$ cat src/rtl/edge_event_arbiter.sv
// Synchronizes NCH async inputs, detects mode-selected edges, and keeps one pending event per channel.
// Pending events are round-robin arbitrated onto a valid/ready port; edge to evt_valid takes SYNC_STAGES+1 cycles.
module edge_event_arbiter #(
  parameter  int NCH         = 4,
  parameter  int SYNC_STAGES = 2,
  localparam int CH_W        = $clog2(NCH)
) (
  input  logic              clk,
  input  logic              rst_n,
  input  logic [NCH-1:0]    sig_in,
  input  logic [2*NCH-1:0]  mode,
  output logic              evt_valid,
  input  logic              evt_ready,
  output logic [CH_W-1:0]   evt_ch,
  output logic              evt_rise,
  output logic [NCH-1:0]    ovf,
  input  logic              ovf_clr
);

  typedef enum logic {EMPTY = 1'b0, FULL = 1'b1} state_t;

  state_t state_q, state_n;

  logic [NCH-1:0]  sync_q [SYNC_STAGES];
  logic [NCH-1:0]  prev_q;
  logic [NCH-1:0]  pend_q;
  logic [NCH-1:0]  pend_rise_q;
  logic [NCH-1:0]  ovf_q;
  logic [CH_W-1:0] last_q;
  logic [CH_W-1:0] evt_ch_q;
  logic            evt_rise_q;

  logic [NCH-1:0]  s_cur;
  logic [NCH-1:0]  mode_rise;
  logic [NCH-1:0]  mode_fall;
  logic [NCH-1:0]  mode_off;
  logic [NCH-1:0]  rise;
  logic [NCH-1:0]  fall;
  logic [NCH-1:0]  pop;
  logic [NCH-1:0]  drop;
  logic            any_pend;
  logic            load;
  logic            sel_found;
  logic [CH_W-1:0] sel_idx;
  logic [CH_W-1:0] cand;

  // Synchronizer chain plus one delay stage for edge detection
  always_ff @(posedge clk or negedge rst_n) begin
    if (!rst_n) begin
      for (int st = 0; st < SYNC_STAGES; st++) begin
        sync_q[st] <= '0;
      end
      prev_q <= '0;
    end else begin
      sync_q[0] <= sig_in;
      for (int st = 1; st < SYNC_STAGES; st++) begin
        sync_q[st] <= sync_q[st-1];
      end
      prev_q <= sync_q[SYNC_STAGES-1];
    end
  end

  assign s_cur = sync_q[SYNC_STAGES-1];

  always_comb begin
    mode_rise = '0;
    mode_fall = '0;
    mode_off  = '0;
    for (int i = 0; i < NCH; i++) begin
      mode_rise[i] = mode[2*i];
      mode_fall[i] = mode[2*i+1];
      mode_off[i]  = (mode[2*i +: 2] == 2'b00);
    end
  end

  assign rise = s_cur & ~prev_q & mode_rise;
  assign fall = ~s_cur & prev_q & mode_fall;

  // Round-robin scan starting just after the last granted channel
  always_comb begin
    sel_found = 1'b0;
    sel_idx   = '0;
    cand      = '0;
    for (int k = 1; k <= NCH; k++) begin
      if (int'(last_q) + k >= NCH) begin
        cand = CH_W'(int'(last_q) + k - NCH);
      end else begin
        cand = CH_W'(int'(last_q) + k);
      end
      if (!sel_found && pend_q[cand]) begin
        sel_found = 1'b1;
        sel_idx   = cand;
      end
    end
  end

  assign any_pend = |pend_q;
  assign load     = any_pend && ((state_q == EMPTY) || evt_ready);
  assign pop      = load ? (NCH'(1) << sel_idx) : '0;
  assign drop     = (rise | fall) & pend_q & ~pop;

  // A popped slot can take a new edge in the same cycle; otherwise the oldest event wins
  always_ff @(posedge clk or negedge rst_n) begin
    if (!rst_n) begin
      pend_q      <= '0;
      pend_rise_q <= '0;
    end else begin
      for (int i = 0; i < NCH; i++) begin
        if (rise[i] || fall[i]) begin
          if (!pend_q[i] || pop[i]) begin
            pend_q[i]      <= 1'b1;
            pend_rise_q[i] <= rise[i];
          end
        end else if (pop[i] || mode_off[i]) begin
          pend_q[i] <= 1'b0;
        end
      end
    end
  end

  always_ff @(posedge clk or negedge rst_n) begin
    if (!rst_n) begin
      ovf_q <= '0;
    end else begin
      ovf_q <= (ovf_clr ? '0 : ovf_q) | drop;
    end
  end

  always_ff @(posedge clk or negedge rst_n) begin
    if (!rst_n) begin
      state_q <= EMPTY;
    end else begin
      state_q <= state_n;
    end
  end

  always_comb begin
    state_n = state_q;
    case (state_q)
      EMPTY: if (any_pend) state_n = FULL;
      FULL:  if (evt_ready && !any_pend) state_n = EMPTY;
      default: state_n = EMPTY;
    endcase
  end

  always_ff @(posedge clk or negedge rst_n) begin
    if (!rst_n) begin
      evt_ch_q   <= '0;
      evt_rise_q <= 1'b0;
      last_q     <= CH_W'(NCH-1);
    end else if (load) begin
      evt_ch_q   <= sel_idx;
      evt_rise_q <= pend_rise_q[sel_idx];
      last_q     <= sel_idx;
    end
  end

  assign evt_valid = (state_q == FULL);
  assign evt_ch    = evt_ch_q;
  assign evt_rise  = evt_rise_q;
  assign ovf       = ovf_q;

endmodule

$ cat config.mk
export PLATFORM = sky130hd
export DESIGN_NAME = edge_event_arbiter
export DESIGN_NICKNAME = d
export VERILOG_FILES = /design/src/rtl/edge_event_arbiter.sv
export SDC_FILE = /design/constraint.sdc
export NUM_CORES = 1
export LEC_CHECK = 0
export CAP_MARGIN = 20
export CORE_ASPECT_RATIO = 1.1
export CORE_MARGIN = 1
export CORE_UTILIZATION = 39
export DETAILED_ROUTE_END_ITERATION = 12
export SYNTH_ARGS = -nofsm -noshare
export SYNTH_HDL_FRONTEND = slang
export SYNTH_SLANG_ARGS = --single-unit
$ cat constraint.sdc
create_clock -name clk -period 3.75 [get_ports clk]
set_clock_uncertainty 0.1 [all_clocks]
set_input_delay 0.9375 -clock clk [delete_from_list [all_inputs] [get_ports clk]]
set_output_delay 0.9375 -clock clk [all_outputs]
set_load 0.01 [all_outputs]
==> results of run 1 <==
## routing by layer
| metal | vias up | share of wire [%] |
|---|---|---|
| met3 | 4 | 4.3 |
| met1 | 456 | 46 |
| met4 | 0 | 1.5 |
| li1 | 479 | - |
| met2 | 23 | 48 |
| met5 | - | 0 |
## layout by cell type, fill, tap and decap left out, drive strengths merged, types with 2 or more instances in the layout
cell type / n
a211o: 2
o21ai: 6
o21a: 3
nand2b: 3
nor2b: 2
dfrtp: 28
inv: 13
o22ai: 4
o221ai: 4
clkdlybuf4s50: 23
mux2i: 2
nor2: 10
a31oi: 4
nand2: 13
o211a: 2
a21oi: 6
dfstp: 2
clkbuf: 7
## registers in the layout (all words and copies together), names as in the netlist, 2 cells and up
name	flops
s_cur	4
last_q	2
evt_ch	2
prev_q	4
ovf	4
pend_rise_q	4
pend_q	4
sync_q	4
## worst max-delay path, stage by stage
cell	delay, ns
clkdlybuf4s50_1	0.46
inv_1	0.05
a21oi_1	0.44
o311ai_0	0.33
a21oi_1	0.22
o2bb2ai_1	0.10
## worst paths after layout
kind / end
setup / recovery: pend_rise_q[1]$_DFFE_PN0P_
hold / removal: s_cur[0]$_DFF_PN0_
setup reg to reg: pend_rise_q[3]$_DFFE_PN0P_
hold reg to reg: s_cur[0]$_DFF_PN0_
max in group asynchronous: pend_q[1]$_DFFE_PN0P_
min in group asynchronous: evt_valid$_DFF_PN0_
## stage by stage
step                      worst slack (ns)  total power, W
after global routing                 1.184        0.001126
after floorplan                      1.618       0.0007412
after CTS                            1.339        0.001062
after global placement               1.050       0.0008501
final                                1.328        0.001053
after detailed placement            0.9943       0.0008600
## power by group
part           switching, W  leakage (nW)  total, W  internal [W]
sequential        0.0000716         0.345  0.000481      0.000410
combinational      0.000192         0.327  0.000372      0.000180
clock              0.000109        0.0353  0.000200     0.0000907
## area by class of cell
type,count,share of cell area (%)
sequential,30,47.55
multi-input combinational,74,27.88
timing repair buffer,24,15.01
clock buffer,7,3.476
inverter,13,3.081
tap,34,2.686
clock inverter,1,0.3160
## cells by family (layout without fill, tap and decap cells)
group,Yosys count,in the layout,share of synthesized area (%)
compound gates,38,38,20.57
simple gates,34,34,12.44
flops,30,30,58.96
buf+inv,17,45,6.464
mux,2,2,1.567
==> impl_metrics.toml, run 1 <==
[status]
status = "finished, final reports clean"

[layout]
layoutNonFillerInstCount = 183
final_area_mm2 = 0.001584
antenna_cells = 0
area_growth_pct = 24.00
drive_gt1_share_pct = 7.383
multiInputGateArea_um2 = 441.7
fillCellCount = 279
seqCellArea_um2 = 753.2
fin_util_pct = 51.53
final_nets = 164

[global_routing]
antenna_found_initial = 0
grtUsageMet2_pct = 24.71
grtUsageTotal_pct = 15.94
top_usage_layer = "met2"
grt_use_met1_pct = 18.68
grt_max_degree = 18
grt_pass1_vias = 919
overflow = 0
gr-usage-met3_pct = 6.625
grt_pass1_wl_mm = 4.043

[route]
ant_nets = 0
wl_per_cell_um = 13.12
drt_iter0_drc = 27
vias = 962
post-route-drc-count = 0
drt-pass1-iter-count = 4
vias_per_cell = 5.257
wl_mm = 2.401

[timing]
fmax_mhz = 412.8
hold_viol_final = 0
tightest_slew_ns = 0.6400
setup_viol = 0
drv_slew = 0
finalCriticalPeriod_ns = 2.422
tns_ns = 0
slew_headroom_pct = 57.20
period_share_pct = 64.60
holdWs_ns = 0.2549
rsz0062_at_grt = "no"

[run]
max_cap_violations = 0

[power_and_ir_drop]
peakVddDrop_v = 0.0003379
cellPowerDensity_mw_per_mm2 = 665.0
leakage_nw = 0.7072

[place]
numPortBuffers = 23
dpl-instance-area_mm2 = 0.001524
dp_hpwl_mm = 1.746
gp_congestion = 0.7547
place_inst = 175

[synthesis]
synth_common_cells = "dfrtp_1 (28), inv_1 (13), nand2_1 (13)"
syn_area_per_cell_um2 = 10.56
ys_warn_count = 0
ys_types = 33
synthArstFlopShare_pct = 100.0
synthFlopType = "dfrtp_1"
syn-instance-count = 121
synthTopCellsByArea = "dfrtp_1 (55%), dfstp_2 (4.1%), inv_1 (3.8%)"
synthMostInstantiatedCell = "dfrtp_1"
ys_seq_elements = 30
synth_area_leader_cell = "dfrtp_1"
synth_fp_nets = 137
seq_area_frac_synth_pct = 58.96
synth_edf_count = 0
synth_top_area_share_pct = 54.85
syn-cell-area_mm2 = 0.001277

[clocking]
clock_path_buffers = 2
cts_tree = "built"
postCtsHoldBufs = 0
cts_buffers = 5
cts.sinks = 30
cts.repair.resized = 0
worst_skew_pair.late_latency_ns = 0.33
root_buffer = "clkbuf_4"
htreeDepth = 2
path_clk_slew_ns = 0.09
postCtsSetupBuffers = 0

[critical_path]
setup.worst_path.start = "evt_ready"
start_kind = "input port"
rrSetupSlack_ns = 1.67
arrival_ns = 2.54
r2r-start = "pend_q[0]$_DFFE_PN0P_"
path_class = "input port to register"
cp.required_ns = 3.86
crit_fanout = 8
end_kind = "register"
worstRegToRegCells = 5

[floorplanning]
start_util_pct = 41.55
row_count = 21
ios = 24
die_w_um = 56.57
die_area_mm2 = 0.003509
core_area_mm2 = 0.003074
chipHeight_um = 62.03

[worst_hold_path]
hold_depth = 0
hold_class = "register to register"
hold_start = "sync_q[4]$_DFF_PN0_"
Power figures use the tool's default switching activity.
==> run 2: changes to the inputs <==
- clock period: 3.75 -> 2.35 ns (I/O delays scaled with it)
==> impl_metrics.toml, run 2 (synthesis results as in run 1) <==
[layout]
final_nets = 165
fin_util_pct = 51.36
antenna_cells = 0
fillCellCount = 274
layout_commonest_cell = "dfrtp_1"
most-common-layout-cells = "dfrtp_1 (28), clkdlybuf4s50_1 (23), inv_1 (13), nand2_1 (13), nor2_1 (10)"
area_growth_pct = 23.60
final_area_mm2 = 0.001579
drive_gt1_share_pct = 8.054

[critical_path]
cp_slowest_cell = "nor4_1"
rrSetupSlack_ns = 0.26
cpLargestDelayFamily = "simple AND/OR/NAND/NOR gates"
slowest_delay_ns = 0.52
path_class = "register to register"
cp.buffers_inverters = 0
cp.required_ns = 2.46
path_cells = "nor4_1 -> a21o_1 -> or2_1 -> o21ai_1 -> a211o_1"
crit_fanout = 9
end_kind = "register"
start_kind = "register"
arrival_ns = 2.20

[timing]
tns_ns = 0
period_share_pct = 89.12
drv_slew = 0
setup_viol = 0
fmax_mhz = 477.5
slew_headroom_pct = 52.43
tightest_slew_ns = 0.7046
hold_viol_final = 0
rsz0062_at_grt = "no"
holdWs_ns = 0.2530
finalCriticalPeriod_ns = 2.094

[floorplanning]
ios = 24
row_count = 21
chipHeight_um = 62.03
die_w_um = 56.57
start_util_pct = 41.55
core_area_mm2 = 0.003074
die_area_mm2 = 0.003509

[route]
wl_mm = 2.381
ant_nets = 0
post-route-drc-count = 0
wl_per_cell_um = 13.01
drt_iter0_drc = 20
vias_per_cell = 5.317
drt-pass1-iter-count = 4
vias = 973

[global_routing]
grtUsageTotal_pct = 16.34
grt_pass1_vias = 954
grt_max_degree = 31
antenna_found_initial = 0
grt_pass1_wl_mm = 4.153
overflow = 0

[clocking]
htreeDepth = 2
cts.sinks = 30
worst_skew_pair.late_latency_ns = 0.32
postCtsHoldBufs = 0
path_clk_slew_ns = 0.09
root_buffer = "clkbuf_4"
cts_tree = "built"
cts.repair.resized = 0
clock_path_buffers = 2
postCtsSetupBuffers = 0
cts_buffers = 5

[worst_hold_path]
hold_class = "register to register"

[status]
status = "finished, final reports clean"

[place]
gp_congestion = 0.7445
numPortBuffers = 23
dpl-instance-area_mm2 = 0.001531
dp_hpwl_mm = 1.792

[run]
max_cap_violations = 0

[power_and_ir_drop]
cellPowerDensity_mw_per_mm2 = 1043
peakVddDrop_v = 0.0005536
leakage_nw = 0.7076
[run 2: cell type report]
type,instances,area [µm²],share of cell area (%)
inverter,13,48.80,3.090
multi-input combinational,74,441.7,27.97
clock buffer,5,37.54,2.377
clock inverter,2,10.01,0.6339
timing repair buffer,25,245.2,15.53
tap,34,42.54,2.694
sequential,30,753.2,47.70
[run 2: power by group]
part,total [W],switching (W),internal (W)
Sequential,0.000766,0.000113,0.000653
Combinational,0.000603,0.000310,0.000292
Clock,0.000277,0.000170,0.000107
[run 2: metal layers]
layer | part of all wire (%) | wire, µm | track usage [%]
met1 | 46 | 1099 | 19.44
met5 | 0 | 0 | 0
met2 | 48 | 1150 | 25.71
met4 | 1.4 | 34 | 9.756
met3 | 4.0 | 95 | 6.211
[run 2: stage by stage]
| stage | setup WS, ns | cells | total power, W |
|---|---|---|---|
| finish | 0.2556 | 183 | 0.001646 |
| detailed placement | 0.05837 | 176 | 0.001379 |
| global placement | 0.09201 | 176 | 0.001356 |
| global route | 0.1386 | 183 | 0.001769 |
| floorplan | 0.4193 | 121 | 0.001183 |
| CTS | 0.2811 | 183 | 0.001662 |
[run 2: final timing paths]
check                                      start                          to  cells past startpoint
max                        pend_q[0]$_DFFE_PN0P_  pend_rise_q[2]$_DFFE_PN0P_                      5
min                          sync_q[4]$_DFF_PN0_          s_cur[0]$_DFF_PN0_                      0
max reg2reg                pend_q[0]$_DFFE_PN0P_  pend_rise_q[2]$_DFFE_PN0P_                      5
min reg2reg                  sync_q[4]$_DFF_PN0_          s_cur[0]$_DFF_PN0_                      0
max in group asynchronous                  rst_n       last_q[1]$_DFFE_PN1P_                      2
min in group asynchronous                  rst_n       evt_ch[1]$_DFFE_PN0P_                      2
